==> src/rtl/cpu_thread_sched_pkg.sv <==
`default_nettype none
// ============================================================================
// Module   : cpu_thread_sched_pkg
// Brief    : Shared state encoding, defaults and helpers for the thread scheduler.
// Revision : 1.0
// ============================================================================
package cpu_thread_sched_pkg;

  typedef enum logic [2:0] {
    SCHED_IDLE   = 3'd0,
    SCHED_RUN    = 3'd1,
    SCHED_DRAIN  = 3'd2,
    SCHED_SAVE   = 3'd3,
    SCHED_SELECT = 3'd4,
    SCHED_LOAD   = 3'd5
  } sched_state_t;

  localparam int c_SCHED_N_THREADS = 4;
  localparam int c_SCHED_TIMESLICE = 16;

  // A single-thread build still needs a 1-bit index.
  function automatic int idx_width(input int n);
    return (n > 1) ? $clog2(n) : 1;
  endfunction

endpackage
`default_nettype wire

==> src/rtl/cpu_thread_rr_pick.sv <==
`default_nettype none
// ============================================================================
// Module   : cpu_thread_rr_pick
// Brief    : Combinational circular priority search: lowest ready index at or
//            after i_start, wrapping modulo N_THREADS.
// Revision : 1.0
// ============================================================================
module cpu_thread_rr_pick #(
  parameter int N_THREADS = 4,
  parameter int IDX_W     = 2
) (
  input  logic [N_THREADS-1:0] i_ready,
  input  logic [IDX_W-1:0]     i_start,
  output logic                 o_found,
  output logic [IDX_W-1:0]     o_index
);

  int w_pos;

  // Walk from the farthest candidate back to i_start so the nearest hit wins.
  always_comb begin
    o_found = 1'b0;
    o_index = '0;
    w_pos   = 0;
    for (int k = N_THREADS - 1; k >= 0; k--) begin
      w_pos = int'(i_start) + k;
      if (w_pos >= N_THREADS) begin
        w_pos = w_pos - N_THREADS;
      end
      if (i_ready[w_pos[IDX_W-1:0]]) begin
        o_found = 1'b1;
        o_index = IDX_W'(w_pos);
      end
    end
  end

endmodule
`default_nettype wire

==> src/rtl/cpu_thread_sched.sv <==
`default_nettype none
// ============================================================================
// Module   : cpu_thread_sched
// Brief    : Round-robin thread context-switch controller driving flag save/load
//            strobes and instruction-issue gating. Optional macro:
//            CPU_SCHED_SKIP_CLEAN_SAVE_EN (skip SAVE when flags are clean).
// Revision : 1.0
// ============================================================================
module cpu_thread_sched
  import cpu_thread_sched_pkg::*;
#(
  parameter int N_THREADS     = c_SCHED_N_THREADS,
  parameter int N_THREADS_MSB = idx_width(N_THREADS) - 1,
  parameter int TIMESLICE     = c_SCHED_TIMESLICE
) (
  input  logic                     CLK,
  input  logic                     RESET_N,
  input  logic [N_THREADS-1:0]     thread_ready,
  input  logic                     yield_req,
  input  logic                     instr_issued,
  input  logic                     pipeline_idle,
  input  logic                     flags_dirty,
  output logic [N_THREADS_MSB:0]   thread_num,
  output logic                     save_en,
  output logic                     load_en,
  output logic                     exec_en,
  output logic                     switch_done
);

  localparam int              IDX_W   = N_THREADS_MSB + 1;
  localparam int              CNT_W   = $clog2(TIMESLICE + 1);
  localparam logic [CNT_W-1:0] c_SLICE = CNT_W'(TIMESLICE);

  sched_state_t     r_state;
  sched_state_t     w_state_nxt;
  logic [IDX_W-1:0] r_thread_num;
  logic [IDX_W-1:0] w_thread_nxt;
  logic [CNT_W-1:0] r_cnt;
  logic [CNT_W-1:0] w_cnt_nxt;
  logic [IDX_W-1:0] w_start;
  logic             w_found;
  logic [IDX_W-1:0] w_pick;
  logic             w_trigger;
  logic             r_save_en;
  logic             r_load_en;
  logic             r_exec_en;
  logic             r_switch_done;

  // The current thread is searched last, so a sole ready thread is re-picked.
  assign w_start = (r_thread_num == IDX_W'(N_THREADS - 1)) ? '0
                                                            : r_thread_num + 1'b1;

  cpu_thread_rr_pick #(
    .N_THREADS (N_THREADS),
    .IDX_W     (IDX_W)
  ) u_rr_pick (
    .i_ready (thread_ready),
    .i_start (w_start),
    .o_found (w_found),
    .o_index (w_pick)
  );

`ifndef CPU_SCHED_SKIP_CLEAN_SAVE_EN
  logic w_unused_flags_dirty;
  assign w_unused_flags_dirty = flags_dirty;
`endif

  always_comb begin
    w_state_nxt  = r_state;
    w_thread_nxt = r_thread_num;
    w_cnt_nxt    = r_cnt;
    w_trigger    = 1'b0;
    case (r_state)
      SCHED_IDLE: begin
        if (|thread_ready) w_state_nxt = SCHED_SELECT;
      end
      SCHED_SELECT: begin
        if (w_found) begin
          w_thread_nxt = w_pick;
          w_state_nxt  = SCHED_LOAD;
        end else begin
          w_state_nxt  = SCHED_IDLE;
        end
      end
      SCHED_LOAD: begin
        w_cnt_nxt   = '0;
        w_state_nxt = SCHED_RUN;
      end
      SCHED_RUN: begin
        if (instr_issued && (r_cnt != c_SLICE)) w_cnt_nxt = r_cnt + 1'b1;
        // The issue in the trigger cycle itself counts toward expiry.
        w_trigger = yield_req || !thread_ready[r_thread_num] || (w_cnt_nxt == c_SLICE);
        if (w_trigger) w_state_nxt = SCHED_DRAIN;
      end
      SCHED_DRAIN: begin
        if (pipeline_idle) begin
`ifdef CPU_SCHED_SKIP_CLEAN_SAVE_EN
          w_state_nxt = flags_dirty ? SCHED_SAVE : SCHED_SELECT;
`else
          w_state_nxt = SCHED_SAVE;
`endif
        end
      end
      SCHED_SAVE: begin
        w_state_nxt = SCHED_SELECT;
      end
      default: begin
        w_state_nxt = SCHED_IDLE;
      end
    endcase
  end

  // Strobes are decoded from the next state so they align with the state register.
  always_ff @(posedge CLK) begin
    if (!RESET_N) begin
      r_state       <= SCHED_IDLE;
      r_thread_num  <= '0;
      r_cnt         <= '0;
      r_save_en     <= 1'b0;
      r_load_en     <= 1'b0;
      r_exec_en     <= 1'b0;
      r_switch_done <= 1'b0;
    end else begin
      r_state       <= w_state_nxt;
      r_thread_num  <= w_thread_nxt;
      r_cnt         <= w_cnt_nxt;
      r_save_en     <= (w_state_nxt == SCHED_SAVE);
      r_load_en     <= (w_state_nxt == SCHED_LOAD);
      r_exec_en     <= (w_state_nxt == SCHED_RUN);
      r_switch_done <= (w_state_nxt == SCHED_RUN) && (r_state == SCHED_LOAD);
    end
  end

  assign thread_num  = r_thread_num;
  assign save_en     = r_save_en;
  assign load_en     = r_load_en;
  assign exec_en     = r_exec_en;
  assign switch_done = r_switch_done;

endmodule
`default_nettype wire

==> config.mk <==
export PLATFORM = sky130hd
export DESIGN_NAME = cpu_thread_sched
export DESIGN_NICKNAME = d
export VERILOG_FILES = /design/src/rtl/cpu_thread_sched_pkg.sv /design/src/rtl/cpu_thread_rr_pick.sv /design/src/rtl/cpu_thread_sched.sv
export SDC_FILE = /design/constraint.sdc
export NUM_CORES = 1
export LEC_CHECK = 0
export ABC_AREA = 1
export BUFFER_PORTS_ARGS = -buffer_cell sky130_fd_sc_hd__clkbuf_2
export CAP_MARGIN = 10
export CELL_PAD_IN_SITES_DETAIL_PLACEMENT = 1
export CELL_PAD_IN_SITES_GLOBAL_PLACEMENT = 1
export CORE_ASPECT_RATIO = 0.8
export CORE_MARGIN = 2
export CORE_UTILIZATION = 37
export DETAILED_ROUTE_END_ITERATION = 16
export GPL_ROUTABILITY_DRIVEN = 0
export HOLD_SLACK_MARGIN = 0.02
export PLACE_DENSITY = 0.75
export REMOVE_ABC_BUFFERS = 1
export SLEW_MARGIN = 15
export SYNTH_ARGS = -nofsm -noshare
export SYNTH_HDL_FRONTEND = slang
export SYNTH_SLANG_ARGS = --single-unit
==> constraint.sdc <==
create_clock -name CLK -period 1.66 [get_ports CLK]
set_input_delay 0.415 -clock CLK [delete_from_list [all_inputs] [get_ports CLK]]
set_output_delay 0.415 -clock CLK [all_outputs]
set_load 0.02 [all_outputs]
Word-level counts from Yosys, hierarchy flattened
Index checks and enable logic that the tools add are counted.
Widths: inputs -> output; s select.
{"block": "classes", "add_sub_neg": 9, "magnitude_cmp": 9, "n_eq_ne": 11, "muxes": 31, "reduce_logical": 9}
{"cell": "$mux 2", "n": 9}
{"cell": "$pmux 3 s6", "n": 1}
{"cell": "$lt 2x3->1 const B", "n": 5}
{"cell": "$mux 3", "n": 4}
{"cell": "$bmux 1 s2", "n": 5}
{"cell": "$mux 5", "n": 2}
{"cell": "$pmux 5 s2", "n": 1}
{"cell": "$eq 3x2->1 const B", "n": 3}
{"cell": "$eq 3x3->1 const B", "n": 3}
{"cell": "$ge 3x3->1 const B", "n": 3}
{"cell": "$mux 1", "n": 9}
{"cell": "$sub 2x1->2 const B", "n": 4}
{"cell": "$add 2x2->3 const B", "n": 2}
{"cell": "$eq 3x1->1 const B", "n": 2}
{"cell": "$add 5x1->5 const B", "n": 1}
{"cell": "$eq 5x5->1 const B", "n": 1}
{"cell": "$ne 5x5->1 const B", "n": 1}
{"cell": "$reduce_or 4->1", "n": 1}
{"cell": "$add 2x1->3 const B", "n": 1}
{"cell": "$ge 2x3->1 const B", "n": 1}
{"cell": "$logic_not 3->1", "n": 1}
{"cell": "$add 2x1->2 const B", "n": 1}
{"cell": "$eq 2x2->1 const B", "n": 1}
{"cell": "$logic_and 1x1->1", "n": 2}
{"cell": "other kinds (4)", "n": 5}
{"block": "word_totals", "regBits": 14, "wordCells": 76}

Longest topological paths before layout
Gate-level depths: netlist of the first run.
{"block": "logic_depth", "ltp_word": 15, "depth_mapped": 12}

Hierarchy
A second synthesis of the first run with hierarchy kept.
{"block": "unflattened", "cells_unflattened": 155, "area_unflattened_um2": 960.9}
{"module": "cpu_thread_sched", "instances": 1, "cells_per_inst": 109, "area_per_inst_um2": 748.2, "seq_area_each_um2": 280.3}
{"module": "cpu_thread_rr_pick", "instances": 1, "cells_per_inst": 46, "area_per_inst_um2": 212.7, "seq_area_each_um2": 0.0}

Worst setup path before layout of the first run
Ideal clock, no wire load.
{"block": "synth_timing", "path_kind": "register to register", "startpoint": "reg r_thread_num[0] (netlist: thread_num[0])", "endpoint": "reg r_thread_num[0] (netlist: thread_num[0])", "arrival_ns": 1.556, "required_ns": 1.594, "path_slack_ns": 0.038, "stages_incl_launch_ff": 11, "n_path_buf": 0, "period_less_slack_ns": 1.622, "cell_sequence": "dfxtp_1 ha_1 inv_1 nand2_1 nand2_1 nand2_2 nand3_2 nand2_1 nand2_1 nand2_1 a21oi_2"}
{"block": "synth_between", "elab_chain_cells": 12, "word_cells_on_any_way": 35, "classes_between": "8 x add/sub; 4 x order compare; 1 x eq/ne; 21 x mux; 1 x reduce/logical"}
{"element": "from (decl)", "line_no": "cpu_thread_sched.sv:36", "rtl": "logic [IDX_W-1:0] r_thread_num;"}
{"element": "from (signal assigned)", "line_no": "cpu_thread_sched.sv:125", "rtl": "r_thread_num <= w_thread_nxt;"}
{"element": "$add 2x1->2 / $eq 2x2->1 (equally long branches)", "line_no": "cpu_thread_sched.sv:51, cpu_thread_sched.sv:50"}
{"element": "$mux 2 *", "line_no": "cpu_thread_sched.sv:50", "rtl": "assign w_start = (r_thread_num == IDX_W'(N_THREADS - 1)) ? '0"}
{"element": "$add 2x2->3", "line_no": "cpu_thread_rr_pick.sv:26", "rtl": "w_pos = int'(i_start) + k;"}
{"element": "$ge 3x3->1 / $sub 2x1->2 (equally long branches)", "line_no": "cpu_thread_rr_pick.sv:27, cpu_thread_rr_pick.sv:28"}
{"element": "$mux 2", "line_no": "cpu_thread_rr_pick.sv:27", "rtl": "if (w_pos >= N_THREADS) begin"}
{"element": "$bmux 1 s2", "line_no": "cpu_thread_rr_pick.sv:30", "rtl": "if (i_ready[w_pos[IDX_W-1:0]]) begin"}
{"element": "$mux 1 (implied by the code)", "line_no": "cpu_thread_rr_pick.sv:30"}
{"element": "$mux 1 (4 in a row)", "line_no": "cpu_thread_rr_pick.sv:30"}
{"element": "$reduce_and 2->1 (no line)"}
Every way passes the cells marked *; elsewhere a longest branch is shown, timed or not. The select of a mux whose other input is x is not followed.
A chain may end at the register's enable or synchronous reset.

Worst setup path after layout of the first run
Same ends and word-level chain as after synthesis.

==> flow_metrics.py, run 1 <==
metrics = {
    "status": {
        "status": "finished clean",
    },
    "logic_synthesis": {
        "yosysSeqAreaShare_pct": 30.6,
        "synth_seq_cells": 14,
        "synthCells": 143,
        "avgSynthCellArea_um2": 6.41,
        "ys.warnings.count": 0,
        "synth.cell_area_um2": 917,
        "synthDistinctLibCells": 21,
    },
    "sta": {
        "fin_tns_setup_ns": 0,
        "fin_skew_ns": 0.000978,
        "tightest_slew_ns": 0.449,
        "min_period_over_period_pct": 91.1,
        "rsz0062_at_grt": "no",
        "fin_crit_ns": 1.51,
        "report.final.slew_viol_count": 0,
        "finalHoldViolCount": 0,
        "finalSetupViolCount": 0,
        "relSlewSlack_pct": 70.0,
        "fmax_mhz": 661,
    },
    "detailed_routing": {
        "wirelength_um": 2330,
        "vias": 949,
        "drtIter0Drc": 31,
        "wire_per_inst_um": 12.5,
        "drtPass1Iterations": 4,
        "vias_per_cell": 5.07,
        "ant_nets": 0,
        "drc": 0,
    },
    "floorplanning": {
        "dieArea_um2": 2900,
        "initial_core_util_pct": 38.2,
        "core_um2": 2400,
        "die_h_um": 48.5,
        "die_w_um": 59.7,
        "rows": 16,
        "pin_count": 16,
    },
    "global_routing": {
        "grt_pass1_wl_um": 4230,
        "antenna_found_initial": 0,
        "grt_util_all_layers_pct": 18.7,
        "grt_pass1_vias": 960,
        "grt_max_degree": 15,
        "grt_overflow_total": 0,
    },
    "critical_path": {
        "crit_path_end_kind": "flip-flop",
        "r2r_start": "thread_num[0]$_SDFFE_PN0P_",
        "cp_top_family": "simple AND/OR/NAND/NOR gates",
        "rr_worst_depth": 10,
        "critPathMaxStageDelay_ns": 0.34,
        "critPathSlowestCell": "dfxtp_1",
        "cpMostUsedCell": "nand2_1",
        "worstReg2RegEnd": "thread_num[0]$_SDFFE_PN0P_",
        "reg2reg_slack_ns": 0.15,
        "worst-path-buf-inv": 0,
        "cp.arrival_ns": 1.72,
        "critPathLaunchType": "flip-flop",
        "cp_max_fo": 8,
        "worst-setup-path-type": "flip-flop to flip-flop",
        "required_ns": 1.87,
        "crit_chain": "ha_4, nor2_4, nand2_1, o21ai_2, nor2_1, nor2_2, nand2_1, nand2_1, nand2_1, a21oi_2",
    },
    "clock_tree": {
        "cts_max_level": 1,
        "clockBufferDepth": 2,
        "worstSkewPairLatency_ns": 0.27,
        "cts_buffers": 3,
        "postCtsSetupBuffers": 0,
        "path_clk_slew_ns": 0.08,
        "tritoncts": "yes",
        "clkSinkCount": 14,
        "cts-root-buf": "clkbuf_4",
    },
    "final_layout": {
        "area_growth_syn_to_layout_pct": 18.3,
        "diodes": 0,
        "fin_area_um2": 1080,
        "nNetsFinal": 175,
        "drive_gt1_share_pct": 28.1,
        "n_fill_cell": 329,
    },
    "placed_design": {
        "io_buffers": 14,
        "placed_cell_area_um2": 1020,
        "dp_hpwl_um": 1900,
    },
    "min_path": {
        "worstHoldStart": "pipeline_idle",
        "hold_path_depth": 3,
        "hold_end": "save_en$_SDFF_PN0_",
        "hold_class": "input port to flip-flop",
    },
    "power_and_ir_drop": {
        "power.total_mw": 1.32,
        "ir_drop_mv": 0.610,
        "power_leakage_nw": 0.499,
        "powerDensity_nw_per_um2": 1220,
    },
    "run": {
        "cap_violations": 0,
    },
}
[flip-flops by register name (all words and copies together) (netlist names)]
signal,flops
switch_done,1
r_cnt,5
r_state,3
exec_en,1
save_en,1
load_en,1
thread_num,2
[cell usage after synthesis, drive strengths merged]
library cell / number / area, um2
xor2: 1 / 8.76
inv: 17 / 63.8
dfxtp: 14 / 280
and3: 1 / 6.26
nand3: 13 / 80.1
o21ai: 5 / 32.5
a21oi: 16 / 83.8
nor2: 15 / 68.8
nand2: 51 / 211
nand3b: 2 / 15.0
ha: 3 / 37.5
buf: 1 / 3.75
nand4: 4 / 25.0
[metal layers]
layer  up-vias  GRT usage, %  share of wire, %
li1        499             -                 -
met1       436          27.0                52
met2        12          29.2                46
met3         2          2.41               2.0
met4         0          4.44              0.56
met5         -             0                 0
[area by class of cell]
cell class	count	area, um2	area share (%)
clock buffers	3	22.5	2.08
inverters	17	63.8	5.88
multi-input cells	111	598	55.1
flip-flops and latches	14	289	26.6
well taps	27	33.8	3.11
repair buffers	15	77.6	7.15
[cells in the final DEF, fill, tap and decap left out]
master / netlist / routed
nand2_1: 45 / 43
inv_1: 16 / 14
a21oi_1: 15 / 14
clkbuf_2: 0 / 14
nor2_1: 12 / 11
dfxtp_1: 14 / 11
nand3_1: 10 / 9
nand2_2: 5 / 7
nand4_1: 4 / 4
nand3_2: 3 / 4
inv_2: 1 / 3
nor2_2: 2 / 3
o21ai_0: 3 / 3
clkbuf_4: 0 / 3
nand3b_1: 2 / 2
o21ai_2: 2 / 2
a21oi_2: 1 / 2
ha_1: 3 / 2
dfxtp_4: 0 / 2
nand2_4: 1 / 1
nor2_4: 1 / 1
xor2_1: 1 / 1
and3_1: 1 / 1
ha_4: 0 / 1
buf_4: 0 / 1
dfxtp_2: 0 / 1
[repair_timing]
action	in CTS	in global routing
setup endpoints to repair	0	5
hold endpoints to repair	0	0
resized for setup	0	14
hold buffers	0	0
[power breakdown]
part / leakage [nW] / switching, mW / internal, mW / total [mW]
clock network: 0.0138 / 0.102 / 0.0841 / 0.186
logic: 0.369 / 0.467 / 0.262 / 0.729
registers: 0.116 / 0.0349 / 0.373 / 0.408
[worst min-delay path, delay by kind of cell]
family / cells / cell delay [ns]
buffers and inverters: 1 / 0.08
AND/OR/NAND/NOR: 2 / 0.14
[stage by stage]
step	setup WS (ns)	instances	util, %	hold slack [ns]
2_1_floorplan	0.0364	142	-	0.470
3_3_place_gp	0.115	184	42.7	0.495
3_5_place_dp	0.0611	184	42.7	0.512
4_1_cts	0.0260	187	43.6	0.393
5_1_grt	0.00703	187	45.2	0.407
6_report	0.147	187	45.2	0.392
[how the worst max path moves through the flow]
stage / start / end / cells past startpoint
global route: r_cnt[2]$_SDFFE_PN0P_ / r_state[1]$_SDFF_PN0_ / 8
floorplan: thread_num[0]$_SDFFE_PN0P_ / thread_num[0]$_SDFFE_PN0P_ / 10
global placement: thread_num[1]$_SDFFE_PN0P_ / thread_num[0]$_SDFFE_PN0P_ / 9
finish: thread_num[0]$_SDFFE_PN0P_ / thread_num[0]$_SDFFE_PN0P_ / 10
detailed placement: thread_num[1]$_SDFFE_PN0P_ / thread_num[0]$_SDFFE_PN0P_ / 9
CTS: thread_num[1]$_SDFFE_PN0P_ / thread_num[0]$_SDFFE_PN0P_ / 9
[cells by family after synthesis]
group,share of synthesized area (%)
simple gates,44.3
xor+xnor,0.955
flops,30.6
compound gates,12.7
buf+inv,7.37
fa+ha+maj,4.09
Power figures use the tool's default switching activity.
==> inputs of run 2 (changes only) <==
--- a/config.mk
+++ b/config.mk
@@ -10,7 +10,6 @@
 export CAP_MARGIN = 10
 export CELL_PAD_IN_SITES_DETAIL_PLACEMENT = 1
 export CELL_PAD_IN_SITES_GLOBAL_PLACEMENT = 1
-export CORE_ASPECT_RATIO = 0.8
 export CORE_MARGIN = 2
 export CORE_UTILIZATION = 37
 export DETAILED_ROUTE_END_ITERATION = 16
==> flow_metrics.py, run 2 (synthesis gave the netlist of run 1 again) <==
metrics = {
    "critical_path": {
        "critPathMaxStageDelay_ns": 0.38,
        "crit_chain": "inv_1, ha_1, nand2_1, inv_1, nand2_2, nand2_1, nand2_1, nand2_1, nand4_1, nand3_1, a21oi_2",
        "critPathSlowestCell": "dfxtp_4",
        "cp.arrival_ns": 1.71,
        "cp_max_fo": 5,
        "cpMostUsedCell": "nand2_1",
        "worst-setup-path-type": "flip-flop to flip-flop",
        "required_ns": 1.87,
        "crit_path_end_kind": "flip-flop",
        "critPathLaunchType": "flip-flop",
    },
    "power_and_ir_drop": {
        "powerDensity_nw_per_um2": 1250,
        "ir_drop_mv": 0.782,
        "power_leakage_nw": 0.504,
    },
    "detailed_routing": {
        "vias_per_cell": 4.94,
        "drc": 0,
        "wirelength_um": 2230,
        "vias": 944,
        "drtPass1Iterations": 4,
        "ant_nets": 0,
        "drtIter0Drc": 10,
        "wire_per_inst_um": 11.7,
    },
    "final_layout": {
        "regMostFlops": "r_cnt",
        "area_growth_syn_to_layout_pct": 18.7,
        "most-common-layout-cells": "nand2_1 (44), inv_1 (16), a21oi_1 (14), clkbuf_2 (14)",
        "drive_gt1_share_pct": 24.8,
        "largest_reg_flops": 5,
        "fin_area_um2": 1090,
        "n_fill_cell": 336,
        "diodes": 0,
        "final_common_cell": "nand2_1",
        "nNetsFinal": 175,
    },
    "status": {
        "status": "finished clean",
    },
    "floorplanning": {
        "die_h_um": 53.8,
        "pin_count": 16,
        "core_um2": 2410,
        "initial_core_util_pct": 38.1,
        "dieArea_um2": 2890,
        "die_w_um": 53.8,
        "rows": 18,
    },
    "clock_tree": {
        "worstSkewPairLatency_ns": 0.28,
        "path_clk_slew_ns": 0.08,
        "postCtsSetupBuffers": 0,
        "cts_buffers": 3,
        "clkSinkCount": 14,
        "clockBufferDepth": 2,
        "cts_max_level": 1,
        "cts-root-buf": "clkbuf_4",
        "tritoncts": "yes",
    },
    "placed_design": {
        "io_buffers": 14,
        "placed_cell_area_um2": 1030,
        "dp_hpwl_um": 1810,
    },
    "sta": {
        "rsz0062_at_grt": "no",
        "fin_tns_setup_ns": 0,
        "min_period_over_period_pct": 90.0,
        "relSlewSlack_pct": 71.7,
        "report.final.slew_viol_count": 0,
        "fin_skew_ns": 0.000901,
        "fmax_mhz": 670,
        "fin_crit_ns": 1.49,
        "tightest_slew_ns": 0.424,
        "finalHoldViolCount": 0,
        "finalSetupViolCount": 0,
    },
    "global_routing": {
        "antenna_found_initial": 0,
        "grt_max_degree": 15,
        "grt_pass1_vias": 914,
        "grt_overflow_total": 0,
        "grt_pass1_wl_um": 3700,
        "grt_util_all_layers_pct": 17.6,
    },
    "min_path": {
        "hold_class": "input port to flip-flop",
    },
    "run": {
        "cap_violations": 0,
    },
}
[run 2: changes by cell type in the layout (fill, tap and decap cells not counted)]
cell      previous run  this run
nand2_1             43        44
nand3_1              9        10
inv_2                3         1
dfxtp_4              2         1
nor2_2               3         2
clkbuf_8             0         1
nand2_2              7         6
dfxtp_1             11        12
nor2_1              11        12
inv_1               14        16
nand3_2              4         3
[run 2: where the power goes]
part / switching (mW) / internal (mW) / leakage [nW]
combinational: 0.445 / 0.262 / 0.367
sequential: 0.0380 / 0.372 / 0.115
clock: 0.108 / 0.133 / 0.0210
[run 2: final cells by class]
cell class | instances | area (um2) | area share (%)
multi-input cells | 111 | 588 | 54.0
flip-flops and latches | 14 | 285 | 26.2
repair buffers | 15 | 77.6 | 7.13
inverters | 17 | 63.8 | 5.86
well taps | 30 | 37.5 | 3.45
clock buffers | 4 | 36.3 | 3.33
[run 2: worst max-delay path: cells and delay by family, from the launching register on]
kind / cells / cell delay [ns]
AND/OR/NAND/NOR: 7 / 0.63
flip-flops: 1 / 0.38
adder cells (fa/ha/maj): 1 / 0.19
AO/OA/AOI/OAI: 1 / 0.15
buffers and inverters: 2 / 0.09
[run 2: what timing repair did]
item | 4_1_cts | 5_1_grt
endpoints found under the setup margin | 1 | 5
endpoints found under the hold margin | 0 | 0
hold buffers | 0 | 0
cloned | 0 | 0
resized for setup | 1 | 6
[run 2: per-stage QoR]
stage	cells	util, %	power, mW	hold WS [ns]	setup slack (ns)
after floorplan	142	-	0.943	0.470	0.0364
after global placement	187	42.7	1.07	0.489	0.140
after detailed placement	187	42.7	1.10	0.509	0.0295
after CTS	191	44.2	1.35	0.444	0.0626
after global routing	191	45.2	1.49	0.443	0.00296
final	191	45.2	1.36	0.446	0.167
[run 2: final timing paths]
check	start	end	slack, ns	depth (start not counted)
worst max-delay path	r_cnt[0]$_SDFFE_PN0P_	r_state[0]$_SDFF_PN0_	0.17	11
worst min-delay path	pipeline_idle	save_en$_SDFF_PN0_	0.45	3
worst max register to register	r_cnt[0]$_SDFFE_PN0P_	r_state[0]$_SDFF_PN0_	0.17	11
worst min register to register	r_cnt[1]$_SDFFE_PN0P_	r_cnt[1]$_SDFFE_PN0P_	0.50	2
[run 2: metal layers]
layer,wire length [um],GRT usage [%],vias up
met1,1030,20.1,435
met3,52,5.00,2
met5,0,0,-
li1,-,-,495
met2,1140,32.7,12
met4,4,2.56,0
